<file path="src/rtl/instr_encoder_pkg.sv">
// Shared MIPS encoding constants, micro-op enumeration and request payload.
// The control decoder imports the same package, so both sides always agree on the field values.
package mips_defs;

    localparam int unsigned INSTR_W = 32;
    localparam int unsigned ADDR_W  = 32;
    localparam int unsigned OP_W    = 4;
    localparam int unsigned REG_W   = 5;
    localparam int unsigned IMM_W   = 16;
    localparam int unsigned TGT_W   = 26;
    localparam int unsigned OPC_W   = 6;
    localparam int unsigned FN_W    = 6;
    localparam int unsigned SHAMT_W = 5;

    localparam logic [OPC_W-1:0] OPC_RTYPE = 6'b000000;
    localparam logic [OPC_W-1:0] OPC_ORI   = 6'b001101;
    localparam logic [OPC_W-1:0] OPC_LW    = 6'b100011;
    localparam logic [OPC_W-1:0] OPC_SW    = 6'b101011;
    localparam logic [OPC_W-1:0] OPC_BEQ   = 6'b000100;
    localparam logic [OPC_W-1:0] OPC_LUI   = 6'b001111;
    localparam logic [OPC_W-1:0] OPC_JAL   = 6'b000011;

    localparam logic [FN_W-1:0] FN_ADD = 6'b100000;
    localparam logic [FN_W-1:0] FN_SUB = 6'b100010;
    localparam logic [FN_W-1:0] FN_JR  = 6'b001000;

    typedef enum logic [OP_W-1:0] {
        OP_NOP = 4'd0,
        OP_ADD = 4'd1,
        OP_SUB = 4'd2,
        OP_ORI = 4'd3,
        OP_LW  = 4'd4,
        OP_SW  = 4'd5,
        OP_BEQ = 4'd6,
        OP_LUI = 4'd7,
        OP_JAL = 4'd8,
        OP_JR  = 4'd9
    } op_e;

    // Op is kept as raw bits: codes 10..15 must still be representable.
    typedef struct packed {
        logic [OP_W-1:0]  op;
        logic [REG_W-1:0] rs;
        logic [REG_W-1:0] rt;
        logic [REG_W-1:0] rd;
        logic [IMM_W-1:0] imm;
        logic [TGT_W-1:0] target;
    } req_t;

endpackage

</file>
<file path="src/rtl/instr_encoder_if.sv">
// Request and instruction-word handshake ports of the instruction encoder.
interface instr_encoder_if;
    import mips_defs::*;

    logic                 in_valid;
    logic                 in_ready;
    logic [OP_W-1:0]      in_op;
    logic [REG_W-1:0]     in_rs;
    logic [REG_W-1:0]     in_rt;
    logic [REG_W-1:0]     in_rd;
    logic [IMM_W-1:0]     in_imm;
    logic [TGT_W-1:0]     in_target;
    logic                 out_valid;
    logic                 out_ready;
    logic [INSTR_W-1:0]   out_instr;
    logic [ADDR_W-1:0]    out_addr;

    modport master (
        output in_valid, in_op, in_rs, in_rt, in_rd, in_imm, in_target, out_ready,
        input  in_ready, out_valid, out_instr, out_addr
    );

    modport slave (
        input  in_valid, in_op, in_rs, in_rt, in_rd, in_imm, in_target, out_ready,
        output in_ready, out_valid, out_instr, out_addr
    );

endinterface

</file>
<file path="src/rtl/instr_encoder_sync_fifo.sv">
// Circular-buffer FIFO: storage, pointers and occupancy only; head is shown combinationally.
module sync_fifo #(
    parameter int unsigned WIDTH = 32,
    parameter int unsigned DEPTH = 4
) (
    input  logic                     clk,
    input  logic                     rst_n,
    input  logic                     clear,
    input  logic                     push,
    input  logic                     pop,
    input  logic [WIDTH-1:0]         wdata,
    output logic [WIDTH-1:0]         rdata,
    output logic [$clog2(DEPTH):0]   count,
    output logic                     full,
    output logic                     empty
);
    localparam int unsigned PTR_W = $clog2(DEPTH);
    localparam int unsigned CNT_W = PTR_W + 1;

    logic [WIDTH-1:0] mem_q [DEPTH];
    logic [PTR_W-1:0] wr_ptr_q, wr_ptr_d;
    logic [PTR_W-1:0] rd_ptr_q, rd_ptr_d;
    logic [CNT_W-1:0] count_q, count_d;
    logic             push_ok, pop_ok;

    assign full  = (count_q == CNT_W'(DEPTH));
    assign empty = (count_q == '0);
    assign count = count_q;
    assign rdata = empty ? '0 : mem_q[rd_ptr_q];

    always_comb begin
        push_ok  = push && !full;
        pop_ok   = pop && !empty;
        wr_ptr_d = wr_ptr_q;
        rd_ptr_d = rd_ptr_q;
        count_d  = count_q;
        if (clear) begin
            wr_ptr_d = '0;
            rd_ptr_d = '0;
            count_d  = '0;
        end else begin
            if (push_ok) wr_ptr_d = wr_ptr_q + PTR_W'(1);
            if (pop_ok)  rd_ptr_d = rd_ptr_q + PTR_W'(1);
            case ({push_ok, pop_ok})
                2'b10:   count_d = count_q + CNT_W'(1);
                2'b01:   count_d = count_q - CNT_W'(1);
                default: count_d = count_q;
            endcase
        end
    end

    always_ff @(posedge clk or negedge rst_n) begin
        if (!rst_n) begin
            wr_ptr_q <= '0;
            rd_ptr_q <= '0;
            count_q  <= '0;
        end else begin
            wr_ptr_q <= wr_ptr_d;
            rd_ptr_q <= rd_ptr_d;
            count_q  <= count_d;
        end
    end

    // Storage needs no reset: empty gates the head to zero.
    always_ff @(posedge clk) begin
        if (push_ok && !clear) mem_q[wr_ptr_q] <= wdata;
    end

endmodule

</file>
<file path="src/rtl/instr_encoder.sv">
// Encodes symbolic micro-ops into MIPS words, buffers them and tags each with its IM byte address.
module instr_encoder
    import mips_defs::*;
#(
    parameter int unsigned       DEPTH     = 4,
    parameter logic [ADDR_W-1:0] BASE_ADDR = 32'h0000_3000
) (
    input  logic                   clk,
    input  logic                   reset,
    input  logic                   clear,
    instr_encoder_if.slave         bus,
    output logic [$clog2(DEPTH):0] count,
    output logic                   err_illegal
);
    req_t               req;
    logic [INSTR_W-1:0] word;
    logic               accept, illegal, push, pop;
    logic               full, empty;
    logic               err_q, err_d;
    logic [ADDR_W-1:0]  addr_q, addr_d;

    // Fields an op does not use stay zero whatever the request carried.
    function automatic logic [INSTR_W-1:0] encode(input req_t r);
        logic [INSTR_W-1:0] w;
        w = '0;
        case (r.op)
            OP_ADD:  w = {OPC_RTYPE, r.rs, r.rt, r.rd, SHAMT_W'(0), FN_ADD};
            OP_SUB:  w = {OPC_RTYPE, r.rs, r.rt, r.rd, SHAMT_W'(0), FN_SUB};
            OP_JR:   w = {OPC_RTYPE, r.rs, REG_W'(0), REG_W'(0), SHAMT_W'(0), FN_JR};
            OP_ORI:  w = {OPC_ORI, r.rs, r.rt, r.imm};
            OP_LW:   w = {OPC_LW,  r.rs, r.rt, r.imm};
            OP_SW:   w = {OPC_SW,  r.rs, r.rt, r.imm};
            OP_BEQ:  w = {OPC_BEQ, r.rs, r.rt, r.imm};
            OP_LUI:  w = {OPC_LUI, REG_W'(0), r.rt, r.imm};
            OP_JAL:  w = {OPC_JAL, r.target};
            default: w = '0;
        endcase
        return w;
    endfunction

    always_comb begin
        req     = '{op: bus.in_op, rs: bus.in_rs, rt: bus.in_rt, rd: bus.in_rd,
                    imm: bus.in_imm, target: bus.in_target};
        word    = encode(req);
        accept  = bus.in_valid && bus.in_ready;
        illegal = (req.op > OP_W'(OP_JR));
        push    = accept && !illegal && !clear;
        pop     = bus.out_valid && bus.out_ready && !clear;
        err_d   = err_q;
        addr_d  = addr_q;
        if (clear) begin
            err_d  = 1'b0;
            addr_d = BASE_ADDR;
        end else begin
            if (accept && illegal) err_d = 1'b1;
            if (pop)               addr_d = addr_q + ADDR_W'(4);
        end
    end

    always_ff @(posedge clk or negedge reset) begin
        if (!reset) begin
            err_q  <= 1'b0;
            addr_q <= BASE_ADDR;
        end else begin
            err_q  <= err_d;
            addr_q <= addr_d;
        end
    end

    sync_fifo #(
        .WIDTH (INSTR_W),
        .DEPTH (DEPTH)
    ) u_fifo (
        .clk   (clk),
        .rst_n (reset),
        .clear (clear),
        .push  (push),
        .pop   (pop),
        .wdata (word),
        .rdata (bus.out_instr),
        .count (count),
        .full  (full),
        .empty (empty)
    );

    assign bus.in_ready  = !full;
    assign bus.out_valid = !empty;
    assign bus.out_addr  = addr_q;
    assign err_illegal   = err_q;

endmodule

</file>
<file path="src/flat_wrapper.sv">
// flat-port wrapper written by rule: the top's interface ports become plain ports
module instr_encoder_flat import mips_defs::*;
#(
    parameter int unsigned       DEPTH     = 4,
    parameter logic [ADDR_W-1:0] BASE_ADDR = 32'h0000_3000
)
  (clk, reset, clear, count, err_illegal, bus_in_valid, bus_in_op, bus_in_rs, bus_in_rt, bus_in_rd, bus_in_imm, bus_in_target, bus_out_ready, bus_in_ready, bus_out_valid, bus_out_instr, bus_out_addr);
  instr_encoder_if bus_i ();
  input  logic clk;
  input  logic reset;
  input  logic clear;
  output logic [$clog2(DEPTH):0] count;
  output logic err_illegal;
  input wire logic [$bits(bus_i.in_valid)-1:0] bus_in_valid;
  input wire logic [$bits(bus_i.in_op)-1:0] bus_in_op;
  input wire logic [$bits(bus_i.in_rs)-1:0] bus_in_rs;
  input wire logic [$bits(bus_i.in_rt)-1:0] bus_in_rt;
  input wire logic [$bits(bus_i.in_rd)-1:0] bus_in_rd;
  input wire logic [$bits(bus_i.in_imm)-1:0] bus_in_imm;
  input wire logic [$bits(bus_i.in_target)-1:0] bus_in_target;
  input wire logic [$bits(bus_i.out_ready)-1:0] bus_out_ready;
  output wire logic [$bits(bus_i.in_ready)-1:0] bus_in_ready;
  output wire logic [$bits(bus_i.out_valid)-1:0] bus_out_valid;
  output wire logic [$bits(bus_i.out_instr)-1:0] bus_out_instr;
  output wire logic [$bits(bus_i.out_addr)-1:0] bus_out_addr;
  assign bus_i.in_valid = bus_in_valid;
  assign bus_i.in_op = bus_in_op;
  assign bus_i.in_rs = bus_in_rs;
  assign bus_i.in_rt = bus_in_rt;
  assign bus_i.in_rd = bus_in_rd;
  assign bus_i.in_imm = bus_in_imm;
  assign bus_i.in_target = bus_in_target;
  assign bus_i.out_ready = bus_out_ready;
  assign bus_in_ready = bus_i.in_ready;
  assign bus_out_valid = bus_i.out_valid;
  assign bus_out_instr = bus_i.out_instr;
  assign bus_out_addr = bus_i.out_addr;
  instr_encoder #(.DEPTH(DEPTH), .BASE_ADDR(BASE_ADDR)) u_core (.clk(clk), .reset(reset), .clear(clear), .bus(bus_i), .count(count), .err_illegal(err_illegal));
endmodule
</file>
<file path="config.mk">
export PLATFORM = sky130hd
export DESIGN_NAME = instr_encoder_flat
export DESIGN_NICKNAME = d
export VERILOG_FILES = /design/src/rtl/instr_encoder_pkg.sv /design/src/rtl/instr_encoder_if.sv /design/src/rtl/instr_encoder_sync_fifo.sv /design/src/rtl/instr_encoder.sv /design/src/flat_wrapper.sv
export SDC_FILE = /design/constraint.sdc
export NUM_CORES = 1
export LEC_CHECK = 0
export CAP_MARGIN = 15
export CORE_UTILIZATION = 45
export DETAILED_ROUTE_END_ITERATION = 6
export GPL_ROUTABILITY_DRIVEN = 0
export PLACE_DENSITY = 0.81
export SYNTH_ARGS = -nofsm -noshare
export SYNTH_HDL_FRONTEND = slang
export SYNTH_SLANG_ARGS = --single-unit
</file>
<file path="constraint.sdc">
create_clock -name clk -period 3.15 [get_ports clk]
set_input_delay 0.7875 -clock clk [delete_from_list [all_inputs] [get_ports clk]]
set_output_delay 0.7875 -clock clk [all_outputs]
set_load 0.02 [all_outputs]
</file>
# ---- Word-level counts from Yosys, hierarchy flattened
# Memories as Yosys holds them, arrays and structs flattened.
# Cells that the tools add are included.
dict set report totals {
  reg_bits 40
  ramBits 128
  memories 1
}
dict set report classes {
  add_sub_neg 5
  magnitude_cmp 1
  n_eq_ne 12
  muxes 14
  n_reduce_logical 19
}
# memory words width rd rd_clocked_by_memory_dff wr line
set memory_table {}
lappend memory_table {u_core.u_fifo.mem_q 4 32 1 0 1 instr_encoder_sync_fifo.sv:20} ;# logic [WIDTH-1:0] mem_q [DEPTH];
# cell n
set ops {}
lappend ops {{$pmux W32 S9} 1}
lappend ops {{$mux W32} 3}
lappend ops {{$add A32 B3 Y32 const B} 1}
lappend ops {{$eq A4 B3 Y1 const B} 4}
lappend ops {{$logic_and A1 B1 Y1} 9}
lappend ops {{$eq A4 B2 Y1 const B} 2}
lappend ops {{$eq A4 B4 Y1 const B} 2}
lappend ops {{$mux W2} 4}
lappend ops {{$reduce_bool A2 Y1} 4}
lappend ops {{$pmux W3 S2} 1}
lappend ops {{$add A2 B1 Y2 const B} 2}
lappend ops {{$eq A4 B1 Y1 const B} 1}
lappend ops {{$gt A4 B4 Y1 const B} 1}
lappend ops {{$logic_not A1 Y1} 4}
lappend ops {{$mux W1} 4}
lappend ops {{$add A3 B1 Y3 const B} 1}
lappend ops {{$eq A3 B3 Y1 const B} 1}
lappend ops {{$logic_not A3 Y1} 1}
lappend ops {{$mux W3} 1}
lappend ops {{$reduce_bool A3 Y1} 1}
lappend ops {{$sub A3 B1 Y3 const B} 1}
lappend ops {{$eq A2 B1 Y1 const B} 1}
lappend ops {{$eq A2 B2 Y1 const B} 1}

# ---- Logic depth before layout (Yosys ltp)
# Gate-level depths: netlist (run 1).
dict set report logic_depth {
  depth_word 9
  ltp_mapped 8
}

# ---- Cells and area by module
# From an unflattened synthesis (run 1), not the netlist that was laid out.
dict set report unflattened {
  cells_unflattened 531
  area_unflattened_um2 7582.3
}
# module instances cells_per_inst area_each_um2 seq_area_each_um2
set by_module_without_submodules {}
lappend by_module_without_submodules {sync_fifo 1 270 5451.5 4018.9}
lappend by_module_without_submodules {instr_encoder 1 261 2130.8 778.2}

# ---- Worst setup path before layout (run 1)
# OpenSTA, ideal clock, no wires.
dict set report synth_path {
  path_kind {input to register}
  from {input bus_in_op[2]}
  to {memory u_core.u_fifo.mem_q[0][0] (enable)}
  setup_ns 0.391
  arrival_ns 2.334
  required_ns 2.759
  setup_slack_ns 0.425
  path_stages 5
  path_buffers 1
  cell_sequence {clkbuf_1 -> o21ai_1 -> nand3_1 -> nor2_1 -> and2_1}
}
dict set report synth_via {
  elab_chain_cells 8
}
# item line
set synth_rtl {}
lappend synth_rtl {{start, declared} flat_wrapper.sv:15} ;# input wire logic [$bits(bus_i.in_op)-1:0] bus_in_op;
lappend synth_rtl {{$gt A4 B4 Y1} instr_encoder.sv:46} ;# illegal = (req.op > OP_W'(OP_JR));
lappend synth_rtl {{$logic_not A1 Y1} instr_encoder.sv:47} ;# push = accept && !illegal && !clear;
lappend synth_rtl {{$logic_and A1 B1 Y1 (2 in series)} instr_encoder.sv:47}
lappend synth_rtl {{$logic_and A1 B1 Y1} instr_encoder_sync_fifo.sv:32} ;# push_ok = push && !full;
lappend synth_rtl {{$logic_and A1 B1 Y1} instr_encoder_sync_fifo.sv:66} ;# if (push_ok && !clear) mem_q[wr_ptr_q] <= wdata;
lappend synth_rtl {{$mux W1} instr_encoder_sync_fifo.sv:66}
lappend synth_rtl {{$mux W1 (not written as such)} instr_encoder_sync_fifo.sv:66}
lappend synth_rtl {{end, declared} instr_encoder_sync_fifo.sv:20}
# No other way between the ends.

# ---- Worst setup path in the final report (run 1)
dict set report layout_path {
  from {register u_core.u_fifo.rd_ptr_q[0]}
  to {output bus_out_instr[15]}
}
dict set report layout_via {
  elab_chain_cells 2
}
# item line
set layout_rtl {}
lappend layout_rtl {{start, declared} instr_encoder_sync_fifo.sv:22} ;# logic [PTR_W-1:0] rd_ptr_q, rd_ptr_d;
lappend layout_rtl {{start signal, assigned} instr_encoder_sync_fifo.sv:59} ;# rd_ptr_q <= rd_ptr_d;
lappend layout_rtl {{$mem_v2 Z4 W32} -}
lappend layout_rtl {{$mux W32} instr_encoder_sync_fifo.sv:29} ;# assign rdata = empty ? '0 : mem_q[rd_ptr_q];
lappend layout_rtl {{end, declared} flat_wrapper.sv:24} ;# output wire logic [$bits(bus_i.out_instr)-1:0] bus_out_instr;
# No other way between the ends.

==> results.json, run 1 <==
{
  "placed_cell_area_um2": 8920,
  "cts_buffers": 17,
  "yosys_most_used_dff": "edfxtp_1",
  "setup_viol": 0,
  "antenna_left": 0,
  "fin_cells": 863,
  "start_kind": "register",
  "rsz0062_at_grt": "no",
  "yosys.area_share.simple_pct": 12.1,
  "ys.warnings.count": 0,
  "critical_path.max_fanout": 17,
  "ys_ff_latch": 162,
  "final_cell_mix": "126 x clkdlybuf4s50_1, 124 x edfxtp_1, 36 x nor2b_1",
  "holdCritPathClass": "register to register",
  "floorplan.initialDensity_pct": 45.8,
  "synth_seq_area_share_pct": 64.5,
  "grt_first_pass_wirelength_um": 26400,
  "io_pins": 136,
  "power_density_nw_per_um2": 691,
  "netlist.area_leader.share_pct": 51.4,
  "clk_pin_slew_ns": 0.06,
  "fmax_mhz": 323,
  "setup-tns-final_ns": 0,
  "totalWireLength_um": 17400,
  "clock_path_buffers": 2,
  "root_buffer": "clkbuf_16",
  "hold_viol": 0,
  "synth_area_um2": 7250,
  "grt_use_total_pct": 21.4,
  "ys_types": 54,
  "crit_required_ns": 2.36,
  "avgSynthCellArea_um2": 14.7,
  "dp_cells": 830,
  "worst_pin_slew_ns": 0.922,
  "endpoint_kind": "primary output",
  "drtPass1Iterations": 5,
  "overflow": 0,
  "synthTopCellsByArea": "edfxtp_1 51%, dfrtp_1 12%, mux4_2 9.6%",
  "rows": 46,
  "post-route-min-period_ns": 3.09,
  "dp_hpwl_um": 11200,
  "avgRoutedWirePerCell_um": 20.1,
  "fin_crit_sh_pct": 98.2,
  "synthMuxAreaShare_pct": 10.7,
  "cts_hold_buf": 0,
  "grt_max_degree": 40,
  "synth_compound_area_share_pct": 7.27,
  "dieArea_um2": 16600,
  "critPathKind": "register to primary output",
  "skew_ns": 0.00981,
  "coreArea_um2": 15800,
  "synth_top_family_by_area": "simple AND/OR/NAND/NOR gates",
  "postSynthCellCount": 492,
  "routed_via_density": 5.75,
  "io_buffers": 132,
  "yosys.area.top_type": "edfxtp_1",
  "relSlewSlack_pct": 38.0,
  "synth_xor_area_share_pct": 1.69,
  "status": "complete, no violations",
  "leakage_nw": 3.42,
  "pre_cts_ws_ns": 0.0103,
  "layout_setup_ws_ns": 0.0581,
  "drv_cap": 0,
  "h-tree-depth": 4,
  "num_vias": 4960,
  "synth_edf_count": 124,
  "dieWidth_um": 129,
  "drc_errors": 0,
  "first_iter_violations": 358,
  "cts_tree": "done",
  "die_h_um": 129,
  "crit_path_start": "u_core.u_fifo.rd_ptr_q[0]$_DFFE_PN0P_",
  "peakVddDrop_mv": 0.404,
  "yosys.area_share.adder_pct": 1.14,
  "area_growth_pct": 31.5,
  "cts_sinks": 162,
  "cp_data_arrival_time_ns": 2.30,
  "design_area_um2": 9530,
  "async_flop_share_pct": 23.5,
  "antenna_found_initial": 0,
  "drv_slew": 0,
  "hp-start": "u_core.err_illegal$_DFFE_PN0P_",
  "drive_gt1_share_pct": 14.8,
  "antenna_cells": 0,
  "first_global_vias": 4955,
  "nNetsFinal": 706,
  "layout_commonest_cell": "clkdlybuf4s50_1",
  "clock_latency_ns": 0.43,
  "reg2reg_from": "u_core.u_fifo.count[0]$_DFFE_PN0P_"
}
[cells in the mapped netlist (8+ instances only)]
| cell | count |
|---|---|
| clkbuf_1 | 17 |
| nor2b_1 | 36 |
| o21ai_0 | 8 |
| xor2_1 | 8 |
| nand3_1 | 13 |
| a22o_1 | 18 |
| inv_1 | 11 |
| nand2_1 | 24 |
| a21oi_1 | 17 |
| nor2_1 | 25 |
| edfxtp_1 | 124 |
| or4_1 | 11 |
| mux4_2 | 31 |
| dfrtp_1 | 36 |
| nand4_1 | 9 |
| o31ai_1 | 10 |
[final timing paths]
| kind | depth (start not counted) | endpoint | slack, ns |
|---|---|---|---|
| min in group asynchronous | 2 | u_core.bus.out_addr[2]$_DFFE_PN0N_ | 0.79 |
| min reg2reg | 1 | u_core.err_illegal$_DFFE_PN0P_ | 0.50 |
| max | 4 | bus_out_instr[15] | 0.06 |
| max in group asynchronous | 2 | u_core.u_fifo.rd_ptr_q[0]$_DFFE_PN0P_ | 1.98 |
| min | 1 | u_core.err_illegal$_DFFE_PN0P_ | 0.50 |
| max reg2reg | 7 | u_core.u_fifo.count[2]$_DFFE_PN0P_ | 0.43 |
[worst max-delay path: stages (launching register included)]
cell and delay, ns:
dfrtp_2 0.40, buf_12 0.20, mux4_2 0.54, nor2b_1 0.16, clkdlybuf4s50_1 0.59
[routing by layer]
layer | global-route usage [%] | up-vias | routed length [µm]
met4 | 7.34 | 0 | 209
met2 | 36.9 | 255 | 8900
met5 | 0 | - | 0
met3 | 5.57 | 19 | 1420
met1 | 26.3 | 2500 | 6820
li1 | - | 2186 | -
[power by group]
group          switching (W)  internal [W]
sequential         0.0000825       0.00242
clock               0.000879       0.00111
combinational        0.00109       0.00100
[layout make-up]
| type | count | area (µm²) |
|---|---|---|
| Fill cell | 1173 | 6300 |
| Sequential cell | 162 | 4680 |
| Multi-Input combinational cell | 291 | 2400 |
| Timing Repair Buffer | 151 | 1570 |
| Clock buffer | 17 | 425 |
| Tap cell | 216 | 270 |
| Clock inverter | 15 | 146 |
| Inverter | 11 | 41.3 |
[flip-flops by register name, indices dropped and copies added, names as in the netlist]
name                    cells
u_core.u_fifo.count         3
u_core.u_fifo.rd_ptr_q      2
u_core.u_fifo.mem_q       124
u_core.bus.out_addr        30
u_core.err_illegal          1
u_core.u_fifo.wr_ptr_q      2
[kinds of logic (layout without fill, tap and decap cells)]
family,Yosys count,count (layout)
other,1,3
buffers and inverters,41,194
multiplexers,38,38
adder cells (fa/ha/maj),6,6
AO/OA/AOI/OAI,73,73
flip-flops,162,162
XOR/XNOR,14,14
AND/OR/NAND/NOR,157,157
[metrics by stage]
step	hold WS (ns)	utilization (%)	total power, W
4_1_cts	0.510	60.0	0.00663
2_1_floorplan	0.492	-	0.00370
3_3_place_gp	0.476	56.4	0.00459
5_1_grt	0.536	60.2	0.00683
6_report	0.505	60.2	0.00658
3_5_place_dp	0.483	56.4	0.00464
[what timing repair did]
item,CTS,global route
setup buffers,0,0
pin swaps,0,0
endpoints found under the setup margin,14,11
resized for setup,1,7
(Power assumes the default switching activity.)
==> run 2: changes to the inputs <==
CAP_MARGIN = unset   (was 15)
==> run 2 against run 1 <==
Against the previous run:
- final area decreased by 0.12%
- combinational power barely moved
- flip-flop and latch count stayed put
- first-iteration DRC count decreased by 6.1%
- power about the same
- clock skew fell by 0.00081 ns
- worst setup slack better by 0.0031 ns
- clock-buffer cell count did not move
- sequential power about the same
- final cell count is 0.12% lower
- critical endpoint unchanged
- largest power group unchanged
==> results.json, run 2 (same netlist as run 1, synthesis figures left out) <==
{
  "multi_input_area_um2": 2400,
  "design_area_um2": 9520,
  "antenna_found_initial": 0,
  "setup-tns-final_ns": 0,
  "power_density_nw_per_um2": 691,
  "crit_required_ns": 2.36,
  "largest_reg_flops": 124,
  "fin_crit_sh_pct": 98.1,
  "clk_pin_slew_ns": 0.06,
  "drive_gt1_share_pct": 14.7,
  "cp_data_arrival_time_ns": 2.30,
  "drv_slew": 0,
  "cts.repair.resized": 1,
  "io_buffers": 132,
  "min_to": "u_core.err_illegal$_DFFE_PN0P_",
  "regArea_um2": 4680,
  "dieArea_um2": 16600,
  "timing.rr.end": "u_core.u_fifo.count[2]$_DFFE_PN0P_",
  "skew_ns": 0.00900,
  "hold_viol": 0,
  "layout_commonest_cell": "clkdlybuf4s50_1",
  "grt_max_degree": 40,
  "peakVddDrop_mv": 0.405,
  "critical_path.max_fanout": 17,
  "cts_hold_buf": 0,
  "die_h_um": 129,
  "drc_errors": 0,
  "start_kind": "register",
  "fmax_mhz": 324,
  "setup_viol": 0,
  "dieWidth_um": 129,
  "io_pins": 136,
  "drtPass1Iterations": 5,
  "drv_cap": 0,
  "reg2reg_slack_ns": 0.45,
  "finalPower_w": 0.00658,
  "root_buffer": "clkbuf_16",
  "grt_first_pass_wirelength_um": 26400,
  "dp_hpwl_um": 11200,
  "cts_setup_buffers": 0,
  "relSlewSlack_pct": 15.2,
  "cts_tree": "done",
  "whs_path_depth": 1,
  "first_global_vias": 4955,
  "rsz0062_at_grt": "no",
  "endpoint_kind": "primary output",
  "cts_buffers": 17,
  "overflow": 0,
  "final_cell_mix": "126 x clkdlybuf4s50_1, 124 x edfxtp_1, 36 x nor2b_1",
  "clock_path_buffers": 2,
  "first_iter_violations": 336,
  "holdCritPathClass": "register to register",
  "grt_use_total_pct": 21.4,
  "reg2reg_depth": 7,
  "rows": 46,
  "area_growth_pct": 31.3,
  "num_vias": 4923,
  "regMostFlops": "u_core.u_fifo.mem_q",
  "critPathKind": "register to primary output",
  "reg2reg_from": "u_core.u_fifo.count[0]$_DFFE_PN0P_",
  "antenna_cells": 0,
  "totalWireLength_um": 17300,
  "clock_latency_ns": 0.43,
  "post-route-min-period_ns": 3.09,
  "fillers": 1172,
  "routed_via_density": 5.71,
  "hp-start": "u_core.err_illegal$_DFFE_PN0P_",
  "avgRoutedWirePerCell_um": 20.1,
  "leakage_nw": 3.42,
  "placed_cell_area_um2": 8920,
  "floorplan.initialDensity_pct": 45.8,
  "status": "complete, no violations",
  "worst_pin_slew_ns": 1.26,
  "cts_sinks": 162,
  "h-tree-depth": 4,
  "nNetsFinal": 705,
  "antenna_left": 0,
  "coreArea_um2": 15800
}
[run 2: cell types whose count changed in the layout (fill, tap and decap cells not counted), sizes merged]
| cell | change |
|---|---|
| buf | -1 |
[run 2: how the worst max path moves through the flow]
stage | depth (start not counted) | startpoint | to | slack (ns)
2_1_floorplan | 5 | bus_in_op[2] | u_core.u_fifo.mem_q[0][0]$_DFFE_PP_ | 0.43
3_3_place_gp | 9 | bus_in_op[2] | u_core.u_fifo.count[2]$_DFFE_PN0P_ | 0.10
3_5_place_dp | 5 | bus_in_op[2] | u_core.u_fifo.mem_q[2][23]$_DFFE_PP_ | 0.01
4_1_cts | 4 | u_core.u_fifo.rd_ptr_q[0]$_DFFE_PN0P_ | bus_out_instr[0] | 0.0001
5_1_grt | 4 | u_core.u_fifo.rd_ptr_q[0]$_DFFE_PN0P_ | bus_out_instr[15] | 0.008
6_report | 4 | u_core.u_fifo.rd_ptr_q[0]$_DFFE_PN0P_ | bus_out_instr[15] | 0.06
[run 2: power by group]
part / switching (W) / total [W] / internal, W
clock network: 0.000878 / 0.00199 / 0.00111
logic: 0.00109 / 0.00209 / 0.00100
registers: 0.0000818 / 0.00250 / 0.00242
total: 0.00205 / 0.00658 / 0.00453
[run 2: final cells by class]
class	count	share of cell area (%)
Inverter	11	0.434
Multi-Input combinational cell	291	25.2
Tap cell	216	2.84
Clock inverter	15	1.54
Sequential cell	162	49.2
Timing Repair Buffer	150	16.3
Clock buffer	17	4.47
[run 2: layer usage]
metal | vias up | global-route usage [%] | routed length, µm
met1 | 2480 | 26.3 | 6860
met3 | 20 | 5.57 | 1340
met4 | 0 | 7.34 | 214
li1 | 2183 | - | -
met5 | - | 0 | 0
met2 | 240 | 36.9 | 8910
[run 2: worst max-delay path: stages, from the launching register on]
cell,delay [ns]
dfrtp_2,0.40
buf_12,0.20
mux4_2,0.53
nor2b_1,0.16
clkdlybuf4s50_1,0.59
[run 2: through the flow]
stage / cells / setup WS [ns] / util (%) / hold WS, ns
after global routing: 862 / 0.00768 / 60.1 / 0.536
after floorplan: 494 / 0.425 / - / 0.492
after CTS: 862 / 0.000122 / 60.0 / 0.510
after detailed placement: 830 / 0.0103 / 56.4 / 0.483
after global placement: 830 / 0.103 / 56.4 / 0.476
final: 862 / 0.0612 / 60.1 / 0.505
